`config.mk`:
```
export PLATFORM = sky130hd
export DESIGN_NAME = adv_dma_read_scheduler
export DESIGN_NICKNAME = d
export VERILOG_FILES = /design/src/rtl/adv_dma_read_scheduler.sv
export SDC_FILE = /design/constraint.sdc
export NUM_CORES = 1
export LEC_CHECK = 0
export ABC_AREA = 1
export CORE_AREA = 5 5 206 208
export DETAILED_ROUTE_END_ITERATION = 10
export DIE_AREA = 0 0 211 213
export PLACE_DENSITY_LB_ADDON = 0.1
export SLEW_MARGIN = 20
export SYNTH_ARGS = -nofsm -noshare
export SYNTH_HDL_FRONTEND = slang
export SYNTH_SLANG_ARGS = --single-unit
export TNS_END_PERCENT = 20
```
`constraint.sdc`:
```
create_clock -name i_clk -period 2.69 [get_ports i_clk]
set_input_delay 0.269 -clock i_clk [delete_from_list [all_inputs] [get_ports i_clk]]
set_output_delay 0.269 -clock i_clk [all_outputs]
set_load 0.02 [all_outputs]
```
`src/rtl/adv_dma_read_scheduler.sv`:
```
// Round-robin DMA read scheduler: arbitrates per-channel descriptors, programs one controller job at a time.
// Optional per-job cycle counter enabled by defining ADV_DMA_READ_SCHED_PERF_EN.
module adv_dma_read_scheduler #(
    parameter int  P_CHANNELS = 4,
    localparam int CW         = (P_CHANNELS > 1) ? $clog2(P_CHANNELS) : 1
) (
    input  logic                    i_clk,
    input  logic                    i_rst_n,
    input  logic [P_CHANNELS-1:0]   req_valid,
    output logic [P_CHANNELS-1:0]   req_ready,
    input  logic [32*P_CHANNELS-1:0] req_host_addr,
    input  logic [32*P_CHANNELS-1:0] req_dev_addr,
    input  logic [32*P_CHANNELS-1:0] req_len,
    output logic [31:0]             dma_read_host_address,
    output logic [31:0]             dma_read_device_address,
    output logic [31:0]             dma_read_length,
    output logic                    dma_read_start,
    input  logic                    int_valid,
    output logic                    int_done,
    input  logic                    all_empty,
    output logic                    done_valid,
    input  logic                    done_ready,
    output logic [CW-1:0]           done_chan,
    output logic                    done_err,
    output logic                    busy,
    output logic [31:0]             job_cycles
);

    typedef enum logic [2:0] {
        S_IDLE, S_START, S_WAIT_INT, S_ACK, S_DRAIN, S_DONE
    } state_e;

    state_e        state_q, state_d;
    logic [CW-1:0] last_grant_q;
    logic [CW-1:0] grant;
    logic          grant_found;
    logic          accept;
    logic [31:0]   sel_host, sel_dev, sel_len;
    logic          len_bad;
    logic [31:0]   host_q, dev_q, len_q;
    logic [CW-1:0] chan_q;
    logic          err_q;

    // Search starts one past the previous winner so every waiting channel gets a turn.
    always_comb begin
        grant       = '0;
        grant_found = 1'b0;
        for (int i = 1; i <= P_CHANNELS; i++) begin
            if (!grant_found && req_valid[(int'(last_grant_q) + i) % P_CHANNELS]) begin
                grant_found = 1'b1;
                grant       = CW'((int'(last_grant_q) + i) % P_CHANNELS);
            end
        end
    end

    assign accept   = i_rst_n && (state_q == S_IDLE) && grant_found;
    assign sel_host = req_host_addr[{grant, 5'd0} +: 32];
    assign sel_dev  = req_dev_addr[{grant, 5'd0} +: 32];
    assign sel_len  = req_len[{grant, 5'd0} +: 32];
    assign len_bad  = (sel_len == 32'd0) || (sel_len[1:0] != 2'b00);

    always_ff @(posedge i_clk or negedge i_rst_n) begin
        if (!i_rst_n) begin
            state_q      <= S_IDLE;
            last_grant_q <= CW'(P_CHANNELS - 1);
            host_q       <= '0;
            dev_q        <= '0;
            len_q        <= '0;
            chan_q       <= '0;
            err_q        <= 1'b0;
        end else begin
            state_q <= state_d;
            if (accept) begin
                host_q <= sel_host;
                dev_q  <= sel_dev;
                len_q  <= sel_len;
                chan_q <= grant;
                err_q  <= len_bad;
            end
            if (state_q == S_DONE && done_ready) begin
                last_grant_q <= chan_q;
            end
        end
    end

    always_comb begin
        state_d = state_q;
        unique case (state_q)
            S_IDLE:     if (accept) state_d = len_bad ? S_DONE : S_START;
            S_START:    state_d = S_WAIT_INT;
            S_WAIT_INT: if (int_valid) state_d = S_ACK;
            S_ACK:      state_d = S_DRAIN;
            S_DRAIN:    if (all_empty) state_d = S_DONE;
            S_DONE:     if (done_ready) state_d = S_IDLE;
            default:    state_d = S_IDLE;
        endcase
    end

    always_comb begin
        req_ready = '0;
        if (accept) begin
            req_ready[grant] = 1'b1;
        end
        dma_read_start          = (state_q == S_START);
        int_done                = (state_q == S_ACK);
        done_valid              = (state_q == S_DONE);
        busy                    = (state_q != S_IDLE);
        dma_read_host_address   = host_q;
        dma_read_device_address = dev_q;
        dma_read_length         = len_q;
        done_chan               = chan_q;
        done_err                = err_q;
    end

`ifdef ADV_DMA_READ_SCHED_PERF_EN
    logic [31:0] cnt_q, cnt_cur, cnt_next, job_cycles_q;

    // The acceptance cycle counts as 1, so the count is seeded from IDLE.
    assign cnt_cur  = (state_q == S_IDLE) ? 32'd1 : cnt_q;
    assign cnt_next = (cnt_cur == 32'hFFFF_FFFF) ? cnt_cur : cnt_cur + 32'd1;

    always_ff @(posedge i_clk or negedge i_rst_n) begin
        if (!i_rst_n) begin
            cnt_q        <= '0;
            job_cycles_q <= '0;
        end else begin
            if (state_q != S_DONE) begin
                cnt_q <= cnt_next;
            end
            if (state_d == S_DONE && state_q != S_DONE) begin
                job_cycles_q <= cnt_next;
            end
        end
    end

    assign job_cycles = job_cycles_q;
`else
    assign job_cycles = '0;
`endif

endmodule

```
==> results of run 1 <==
kinds of logic (layout without fill, tap and decap cells):
kind of cell | count (synthesis) | in the layout
AND/OR/NAND/NOR | 554 | 554
buffers and inverters | 140 | 651
flip-flops | 104 | 104
other | 1 | 33
AO/OA/AOI/OAI | 264 | 264
critical path, delay by kind of cell (launching register included):
family	cells	cell delay, ns
buffers and inverters	5	0.76
DFF	1	0.58
and+or+nand+nor	8	0.74
state kept, by name, summed over array words and instances (netlist names):
signal / cells
dma_read_device_address: 32
dma_read_host_address: 32
dma_read_length: 32
state_q: 3
done_chan: 2
last_grant_q: 2
done_err: 1
per-stage QoR:
step / TNS, ns / hold WS [ns] / std cells / utilization, % / setup slack, ns
after detailed placement: -1.35 / 0.472 / 2078 / 33.2 / -0.231
after floorplan: 0 / -0.0266 / 1094 / - / 0.0252
after CTS: -0.0942 / 0.0551 / 2111 / 34.8 / -0.0254
after global placement: -0.503 / 0.471 / 2078 / 33.2 / -0.250
after global routing: -6.92 / 0.0656 / 2138 / 36.2 / -0.206
final: -0.589 / 0.0142 / 2138 / 36.2 / -0.0660
final cells by class:
| class | instances | area (sq um) | area share, % |
|---|---|---|---|
| timing repair buffer | 619 | 6440 | 44.1 |
| clock buffer | 13 | 250 | 1.71 |
| sequential | 104 | 2610 | 17.8 |
| inverter | 16 | 80.1 | 0.548 |
| tap | 532 | 666 | 4.56 |
| antenna | 1 | 2.50 | 0.0171 |
| clock inverter | 3 | 17.5 | 0.120 |
| multi-input combinational | 850 | 4540 | 31.1 |
path summary, 6_finish.rpt:
| check | start | end | slack [ns] | cells past startpoint |
|---|---|---|---|---|
| max | last_grant_q[0]$_DFFE_PN1P_ | req_ready[1] | -0.07 | 13 |
| min | i_rst_n | dma_read_length[12]$_DFFE_PN0P_ | 0.01 | 2 |
| max reg2reg | last_grant_q[0]$_DFFE_PN1P_ | dma_read_host_address[7]$_DFFE_PN0P_ | -0.05 | 18 |
| min reg2reg | dma_read_length[21]$_DFFE_PN0P_ | dma_read_length[21]$_DFFE_PN0P_ | 0.49 | 2 |
| max in group asynchronous | i_rst_n | dma_read_device_address[25]$_DFFE_PN0P_ | 2.15 | 2 |
| min in group i_clk | dma_read_length[21]$_DFFE_PN0P_ | dma_read_length[21]$_DFFE_PN0P_ | 0.49 | 2 |
power breakdown:
group	total (mW)	internal [mW]	switching, mW	leakage, nW
clock	1.33	0.654	0.674	0.130
sequential	2.82	2.33	0.496	1.26
combinational	19.0	8.48	10.5	4.51
layer usage:
layer | vias to the layer above | track usage (%) | wire length (microns)
li1 | 4708 | - | -
met1 | 4518 | 23.1 | 18600
met2 | 409 | 32.0 | 22900
met3 | 52 | 6.29 | 3860
met4 | 6 | 5.48 | 987
met5 | - | 0 | 44
placed cells by master, fill, tap and decap left out, drive strengths merged, types with 15 or more instances in the layout:
master,n
dfrtp,102
nand2,245
o21bai,28
o2111ai,36
nand4,51
conb,32
nand3,74
clkbuf,18
a31oi,29
buf,120
o211ai,36
clkdlybuf4s50,494
or2,36
nor2,142
o21ai,128
inv,15
timing repair:
| action | 4_1_cts | 5_1_grt |
|---|---|---|
| setup endpoints to repair | 9 | 67 |
| cloned | 2 | 6 |
| setup buffers | 15 | 20 |
| resized for setup | 52 | 87 |
| pin swaps | 27 | 57 |
==> results.ini, run 1 <==
[run_status]
status = finished, violations left
violations = setup timing

[synthesis]
synth-simple-area-share_pct = 33.1
synthTopCellsByCount = 241 x nand2_1, 139 x nor2_1, 127 x o21ai_0
synth_area_sq_um = 7460
synth_top_family_by_area = simple AND/OR/NAND/NOR gates
synth_compound_area_share_pct = 22.4
yosysWarnings = 0
synth_mux_area_share_pct = 0
syn_area_per_cell_sq_um = 7.02
ys_seq_elements = 104
synth.top_cell.area_share_pct = 34.2
syn_inst = 1063
synth_top_flop_cell = dfrtp_1
synth-edff-count = 0
synth_xor_area_share_pct = 0
synth_area_leaders = dfrtp_1 34%, nand2_1 12%, o21ai_0 8.5%, nor2_1 7.0%, nand3_1 4.8%
yosys.cell_types.count = 38
yosysMostFrequentCell = nand2_1
ys_seq_area_share_pct = 34.9
synthAdderAreaFrac_pct = 0
synthArstFlopShare_pct = 100
synth_area_leader_cell = dfrtp_1

[setup_path]
cp_cell_sequence = buf_6 > nand2_1 > nand2_2 > nand2_2 > nand2_4 > nor2_4 > buf_4 > nand3_4 > nand3_4 > buf_12 > buf_12 > nor3_1 > buf_4
crit_required_ns = 2.42
cpPeakStageDelay_ns = 0.58
critPathSlowestCell = dfstp_2
critPathArrivalTime_ns = 2.49
critPathMaxFanout = 9
worst_setup_path_start_kind = register
crit_type = register to primary output
end_kind = primary output

[pwr]
p_leak_nw = 5.89
peakVddDrop_uv = 866
p_total_mw = 23.1
powerDensity_nw_per_um2 = 1580

[sta]
final-setup-viol-count = 21
period_needed_ns = 2.76
fmax_ghz = 0.363
max_slew_margin_pct = 55.4
hold_viol_final = 0
rsz0062_at_grt = yes
max_slew.worst_pin.slew_ns = 0.669
drv_slew = 0
period_share_pct = 102
clock_skew_ns = 0.00931
setup_slack_ns = -0.0660

[clocking]
cts_made_buffers = 9
cts_sinks = 104
path_clk_slew_ns = 0.08
cts_hold_buf = 0
worstSkewPairLatency_ns = 0.37
htreeDepth = 3
cts_tree = built
cts_root_buffer = clkbuf_16
cts.path.max_buffers = 2

[detailed_routing]
ant_nets = 0
drt-initial-drc-count = 457
drc = 0
num_vias = 9693
viasPerCell = 4.53
wl_microns = 46400
routedWlPerCell_microns = 21.7
dr.pass1.iters = 4

[global_route]
grt_pass1_vias = 9953
antenna_found_initial = 4
grt_pass1_wl_microns = 64700
track_usage_pct = 19.0
grt_max_degree = 105
overflow = 0

[run]
maxCapViolCount = 0

[layout]
final_cell_area_sq_um = 14600
final_nets = 1993
fill_cells = 4368
areaGrowthSynthToFinish_pct = 95.8
drive_above_1_share_pct = 15.7

[floorplan]
die_area_sq_um = 44900
start_util_pct = 18.5
die_h_microns = 213
design.core.area_sq_um = 40400
io_pins = 532
die_w_microns = 211
row_count = 74

[placement]
dp_hpwl_microns = 34900
io_buffers = 499
placed_area_sq_um = 13400
routabilityCongestion = 0.882

[hold_path]
min_path_type = input pin to asynchronous set/reset pin

Power figures use the tool's default switching activity.
==> run 2, diff against run 1 <==
--- a/config.mk
+++ b/config.mk
@@ -10,6 +10,7 @@
 export DETAILED_ROUTE_END_ITERATION = 10
 export DIE_AREA = 0 0 211 213
 export PLACE_DENSITY_LB_ADDON = 0.1
+export RECOVER_POWER = 50
 export SLEW_MARGIN = 20
 export SYNTH_ARGS = -nofsm -noshare
 export SYNTH_HDL_FRONTEND = slang
==> run 2 against run 1 <==
Compared with the run above: the run ends with capacitance limit, slew limit, setup timing left; power is 0.24% lower; combinational power hardly changed; maximum frequency hardly changed; count of clock-buffer cells in the layout stayed put; non-clock buffer count stayed put; final cell count stayed put; via count is 0.37% higher; global-route usage stayed put; utilization hardly changed; die area stayed put; sequential power hardly changed; largest cell class unchanged; largest power group unchanged.
==> results.ini, run 2 (synthesis results as in run 1) <==
[run_status]
violations = capacitance limit, slew limit, setup timing  ; was setup timing
status = finished, violations left  ; unchanged

[global_route]
overflow = 0  ; unchanged
grt_pass1_vias = 9953  ; unchanged
grt_max_degree = 105  ; unchanged
grt_pass1_wl_microns = 64700  ; unchanged
track_usage_pct = 19.0  ; unchanged
antenna_found_initial = 4  ; unchanged

[detailed_routing]
routedWlPerCell_microns = 21.7  ; about the same
wl_microns = 46500  ; was 46400 microns
drc = 0  ; unchanged
dr.pass1.iters = 5  ; was 4
num_vias = 9729  ; was 9693
ant_nets = 0  ; unchanged
viasPerCell = 4.55  ; was 4.53
drt-initial-drc-count = 510  ; was 457

[placement]
io_buffers = 499  ; unchanged
place_inst = 2078  ; unchanged
dp_hpwl_microns = 34900  ; unchanged
routabilityCongestion = 0.882  ; unchanged
pre_cts_slack_ns = -0.231  ; unchanged

[layout]
final_common_cell = clkdlybuf4s50_1  ; unchanged
drive_above_1_share_pct = 15.6  ; was 15.7%
regArea_sq_um = 2610  ; unchanged
fill_cells = 4372  ; was 4368
mostFrequentLayoutCells = 471 x clkdlybuf4s50_1, 189 x nand2_1, 132 x nor2_1  ; was 494 x clkdlybuf4s50_1, 189 x nand2_1, 132 x nor2_1
fin_util_pct = 36.1  ; was 36.2%
stdcell_count = 2138  ; unchanged
areaGrowthSynthToFinish_pct = 95.6  ; was 95.8%
multiInputGateArea_sq_um = 4540  ; unchanged
final_nets = 1993  ; unchanged

[sta]
period_share_pct = 102  ; about the same
drv_slew = 105  ; was 0
hold_viol_final = 0  ; unchanged
max_slew_margin_pct = -12.4  ; was 55.4%
max_slew.worst_pin.slew_ns = 1.69  ; was 0.669 ns
clock_skew_ns = 0.00925  ; was 0.00931 ns
setup_slack_ns = -0.0654  ; was -0.0660 ns
fmax_ghz = 0.363  ; about the same
final-setup-viol-count = 26  ; was 21
rsz0062_at_grt = yes  ; unchanged
period_needed_ns = 2.76  ; about the same

[pwr]
peakVddDrop_uv = 868  ; was 866 uV
powerDensity_nw_per_um2 = 1580  ; about the same
p_leak_nw = 5.91  ; was 5.89 nW

[floorplan]
design.core.area_sq_um = 40400  ; unchanged
die_h_microns = 213  ; unchanged
die_area_sq_um = 44900  ; unchanged
die_w_microns = 211  ; unchanged
row_count = 74  ; unchanged
start_util_pct = 18.5  ; unchanged
io_pins = 532  ; unchanged

[clocking]
cts_sinks = 104  ; unchanged
worstSkewPairLatency_ns = 0.37  ; about the same
cts_tree = built  ; unchanged
cts_root_buffer = clkbuf_16  ; unchanged
htreeDepth = 3  ; unchanged
path_clk_slew_ns = 0.07  ; was 0.08 ns
cts_made_buffers = 9  ; unchanged
cts.path.max_buffers = 2  ; unchanged

[hold_path]
min_path_type = register to register  ; was input pin to asynchronous set/reset pin

[setup_path]
critPathArrivalTime_ns = 2.49  ; about the same
worst_setup_path_start_kind = register  ; unchanged
end_kind = primary output  ; unchanged
crit_type = register to primary output  ; unchanged
crit_required_ns = 2.42  ; about the same
critPathMaxFanout = 9  ; unchanged

[run]
maxCapViolCount = 1  ; was 0

-- run 2: path summary, 6_finish.rpt --
path | cells after the start | slack [ns] | from | end
max | 13 | -0.07 | last_grant_q[0]$_DFFE_PN1P_ | req_ready[1]
min | 2 | 0.48 | dma_read_length[21]$_DFFE_PN0P_ | dma_read_length[21]$_DFFE_PN0P_
max reg2reg | 18 | -0.06 | last_grant_q[0]$_DFFE_PN1P_ | dma_read_host_address[7]$_DFFE_PN0P_
min reg2reg | 2 | 0.48 | dma_read_length[21]$_DFFE_PN0P_ | dma_read_length[21]$_DFFE_PN0P_
max in group asynchronous | 2 | 1.02 | i_rst_n | dma_read_device_address[25]$_DFFE_PN0P_
min in group asynchronous | 2 | 0.61 | i_rst_n | state_q[1]$_DFFE_PN0P_
-- run 2: timing repair --
item                       in CTS  in global routing
setup endpoints to repair       9                 67
pin swaps                      27                 57
hold buffers                    0                  0
gates resized for setup        52                 87
buffers inserted               15                 20
gates cloned                    2                  6
-- run 2: power breakdown --
part,internal (mW),switching (mW)
sequential,2.33,0.490
combinational,8.42,10.5
clock,0.655,0.677
total,11.4,11.6
-- run 2: worst max-delay path, stage by stage (launching register included) --
cell	delay [ns]
dfstp_2	0.58
buf_6	0.14
nand2_1	0.06
nand2_2	0.09
nand2_2	0.08
nand2_4	0.08
nor2_4	0.04
buf_4	0.13
nand3_4	0.08
nand3_4	0.13
buf_12	0.17
buf_12	0.14
nor3_1	0.18
buf_4	0.18
-- run 2: cell type report --
| class | instances | share of cell area [%] |
|---|---|---|
| timing repair buffer | 619 | 44.0 |
| multi-input combinational | 850 | 31.2 |
| sequential | 104 | 17.9 |
| tap | 532 | 4.56 |
| clock buffer | 13 | 1.72 |
| inverter | 16 | 0.549 |
| clock inverter | 3 | 0.120 |
| antenna | 1 | 0.0172 |
-- run 2: metrics by stage --
step                setup TNS [ns]  hold slack (ns)  power (mW)  area (sq um)
floorplan                        0          -0.0266        11.5          7570
global placement            -0.503            0.471        19.1         13400
detailed placement           -1.35            0.472        18.9         13400
CTS                        -0.0942           0.0551        21.8         14100
global route                 -6.92            0.521        24.9         14600
finish                      -0.734            0.483        23.0         14600
-- run 2: per-layer routing --
metal  wire length, microns  vias up  track usage (%)
met5                     44        -                0
met4                    990        6             5.48
met3                   3830       52             6.29
met2                  22900      411             32.0
met1                  18700     4551             23.1
li1                       -     4709                -
==> run 3, diff against run 2 <==
--- a/config.mk
+++ b/config.mk
@@ -6,9 +6,12 @@
 export NUM_CORES = 1
 export LEC_CHECK = 0
 export ABC_AREA = 1
-export CORE_AREA = 5 5 206 208
+export CELL_PAD_IN_SITES_DETAIL_PLACEMENT = 1
+export CELL_PAD_IN_SITES_GLOBAL_PLACEMENT = 1
+export CORE_AREA = 5 5 203 205
+export CTS_BUF_LIST = sky130_fd_sc_hd__clkbuf_4
 export DETAILED_ROUTE_END_ITERATION = 10
-export DIE_AREA = 0 0 211 213
+export DIE_AREA = 0 0 208 210
 export PLACE_DENSITY_LB_ADDON = 0.1
 export RECOVER_POWER = 50
 export SLEW_MARGIN = 20
==> run 3 against run 2 <==
Compared with the run above: the flow still finishes with violations (capacitance limit, slew limit, setup timing); sequential cell count is the same; die area down 2.8%; non-clock buffer count up 11; final area shrank 0.33%; final cell count is 0.42% higher; routed wire length rose by 4.0%; via count grew 1.8%; largest power group unchanged.
==> results.ini, run 3 (synthesis results as in run 1) <==
[setup_path]
end_kind = register  ; was primary output
reg2reg_slack_ns = -0.14  ; was -0.06 ns
crit_required_ns = 3.20  ; was 2.42 ns
r2r_cells = 22  ; was 18
worst_setup_path_start_kind = register  ; unchanged
r2r-start = last_grant_q[0]$_DFFE_PN1P_  ; unchanged
critPathMaxFanout = 17  ; was 9
crit_type = register to register  ; was register to primary output
r2r_end = state_q[2]$_DFFE_PN0P_  ; was dma_read_host_address[7]$_DFFE_PN0P_
critPathArrivalTime_ns = 3.34  ; was 2.49 ns

[global_route]
grt_pass1_wl_microns = 69500  ; was 64700 microns
track_usage_pct = 20.8  ; was 19.0%
overflow = 0  ; unchanged
grt_max_degree = 64  ; was 105
grt_pass1_vias = 10500  ; was 9953
antenna_found_initial = 4  ; unchanged

[sta]
rsz0062_at_grt = yes  ; unchanged
fmax_ghz = 0.353  ; was 0.363 GHz
period_needed_ns = 2.83  ; was 2.76 ns
setup_slack_ns = -0.142  ; was -0.0654 ns
max_slew.worst_pin.slew_ns = 1.84  ; was 1.69 ns
period_share_pct = 105  ; was 102%
final-setup-viol-count = 10  ; was 26
max_slew_margin_pct = -22.6  ; was -12.4%
hold_viol_final = 0  ; unchanged
drv_slew = 64  ; was 105
clock_skew_ns = 0.0432  ; was 0.00925 ns

[layout]
areaGrowthSynthToFinish_pct = 94.9  ; was 95.6%
mostFrequentLayoutCells = 462 x clkdlybuf4s50_1, 209 x nand2_1, 135 x nor2_1  ; was 471 x clkdlybuf4s50_1, 189 x nand2_1, 132 x nor2_1
final_cell_area_sq_um = 14500  ; was 14600 sq um
fin_util_pct = 37.0  ; was 36.1%
final_common_cell = clkdlybuf4s50_1  ; unchanged
final_nets = 2004  ; was 1993
drive_above_1_share_pct = 14.4  ; was 15.6%

[run_status]
status = finished, violations left  ; unchanged
violations = capacitance limit, slew limit, setup timing  ; unchanged

[detailed_routing]
drc = 0  ; unchanged
viasPerCell = 4.61  ; was 4.55
wl_microns = 48300  ; was 46500 microns
drt-initial-drc-count = 410  ; was 510
dr.pass1.iters = 5  ; unchanged
routedWlPerCell_microns = 22.5  ; was 21.7 microns
num_vias = 9907  ; was 9729
ant_nets = 0  ; unchanged

[pwr]
clockPowerShare_pct = 4.2  ; was 5.8%
netSwitchingPower_mw = 11.7  ; was 11.6 mW
p_int_mw = 11.7  ; was 11.4 mW
p_leak_nw = 5.99  ; was 5.91 nW
powerDensity_nw_per_um2 = 1610  ; was 1580 nW/um^2
switching_share_pct = 50.1  ; was 50.5%
p_seq_share_pct = 11.9  ; was 12.2%
pwr-share-comb_pct = 84.0  ; was 82.0%
peakVddDrop_uv = 693  ; was 868 uV

[placement]
pre_cts_slack_ns = -0.289  ; was -0.231 ns
routabilityCongestion = 0.834  ; was 0.882
io_buffers = 499  ; unchanged
dp_hpwl_microns = 36300  ; was 34900 microns
placed_area_sq_um = 13500  ; was 13400 sq um

[floorplan]
die_h_microns = 210  ; was 213 microns
die_area_sq_um = 43700  ; was 44900 sq um
start_util_pct = 19.0  ; was 18.5%
design.core.area_sq_um = 39300  ; was 40400 sq um
io_pins = 532  ; unchanged
row_count = 73  ; was 74
die_w_microns = 208  ; was 211 microns

[clocking]
htreeDepth = 3  ; unchanged
cts_root_buffer = clkbuf_4  ; was clkbuf_16
worstSkewPairLatency_ns = 0.57  ; was 0.37 ns
cts_made_buffers = 9  ; unchanged
cts_tree = built  ; unchanged
cts.path.max_buffers = 2  ; unchanged
path_clk_slew_ns = 0.21  ; was 0.07 ns
cts_sinks = 104  ; unchanged

[hold_path]
holdPathEnd = dma_read_device_address[22]$_DFFE_PN0P_  ; was dma_read_length[21]$_DFFE_PN0P_
hold_path_depth = 3  ; was 2
min_from = req_dev_addr[54]  ; was dma_read_length[21]$_DFFE_PN0P_
min_path_type = input pin to register  ; was register to register

[run]
maxCapViolCount = 1  ; unchanged

[run 3: changes by cell type in the layout (fill, tap and decap cells not counted), moves of 5 or more]
cell	previous run	this run
nand2_1	189	209
nand2_2	51	31
clkbuf_16	14	4
dlygate4sd3_1	23	33
clkdlybuf4s50_1	471	462
buf_4	72	80
clkbuf_4	1	9
bufbuf_16	0	6
nand3_2	8	2
diode_2	1	6
nand3_1	63	68
o21ai_1	14	19
[run 3: layout make-up]
cell class	count	area [sq um]
antenna	6	15.0
clock buffer	9	67.6
clock inverter	7	80.1
fill	4759	24700
inverter	16	73.8
multi-input combinational	850	4430
sequential	104	2610
tap	525	657
timing repair buffer	630	6610
[run 3: timing repair]
| item | in CTS | in global routing |
|---|---|---|
| setup buffers | 22 | 10 |
| resized for setup | 59 | 48 |
| hold endpoints to repair | 102 | 0 |
| setup endpoints to repair | 53 | 71 |
| hold buffers | 1 | 0 |
| pin swaps | 20 | 18 |
| gates cloned | 7 | 4 |
[run 3: through the flow]
stage | setup TNS, ns | total power [mW] | std cells | hold slack (ns)
6_report | -0.694 | 23.4 | 2147 | 0.294
5_1_grt | -4.16 | 25.2 | 2144 | 0.246
4_1_cts | -0.974 | 22.8 | 2127 | 0.221
3_5_place_dp | -4.62 | 19.4 | 2081 | 0.464
3_3_place_gp | -2.35 | 19.3 | 2081 | 0.450
2_1_floorplan | 0 | 11.5 | 1094 | -0.0266
[run 3: per-layer routing]
layer / vias to the layer above / GRT usage [%] / routed length, microns
met1: 4778 / 26.2 / 20500
met4: 2 / 3.83 / 556
met3: 28 / 5.79 / 3220
li1: 4750 / - / -
met5: - / 0 / 13
met2: 349 / 36.3 / 24000
[run 3: power groups by stage]
stage	clock, mW	combinational [mW]	sequential, mW
after CTS	1.04	18.9	2.79
after floorplan	0	7.92	3.59
after global placement	0	16.5	2.80
final	0.970	19.6	2.77
after detailed placement	0	16.6	2.82
after global routing	1.09	21.3	2.87
[run 3: worst max-delay path, cell delays in order, from the launching register on]
cell,delay (ns)
dfstp_2,0.63
inv_4,0.08
buf_4,0.14
nand2_1,0.07
nand3_1,0.09
nand2_2,0.11
nand2_4,0.06
nand3_4,0.09
nand3_4,0.12
buf_8,0.17
buf_4,0.16
buf_12,0.15
nand2_1,0.07
nand3_1,0.06
nand2_1,0.09
nand2_1,0.06
nor2_1,0.09
nand2_1,0.08
nor2_1,0.11
nand2_1,0.10
nand2_1,0.08
nand2_1,0.06
a21oi_2,0.13
[run 3: worst max-delay path by stage]
stage                                 from                      to  slack (ns)  cells after the start
2_1_floorplan  last_grant_q[0]$_DFFE_PN1P_            req_ready[3]        0.03                     14
3_3_place_gp   last_grant_q[0]$_DFFE_PN1P_  state_q[2]$_DFFE_PN0P_       -0.24                     21
3_5_place_dp   last_grant_q[0]$_DFFE_PN1P_  state_q[2]$_DFFE_PN0P_       -0.29                     21
4_1_cts        last_grant_q[0]$_DFFE_PN1P_            req_ready[3]       -0.20                     13
5_1_grt        last_grant_q[0]$_DFFE_PN1P_  state_q[2]$_DFFE_PN0P_       -0.37                     23
6_report       last_grant_q[0]$_DFFE_PN1P_  state_q[2]$_DFFE_PN0P_       -0.14                     22
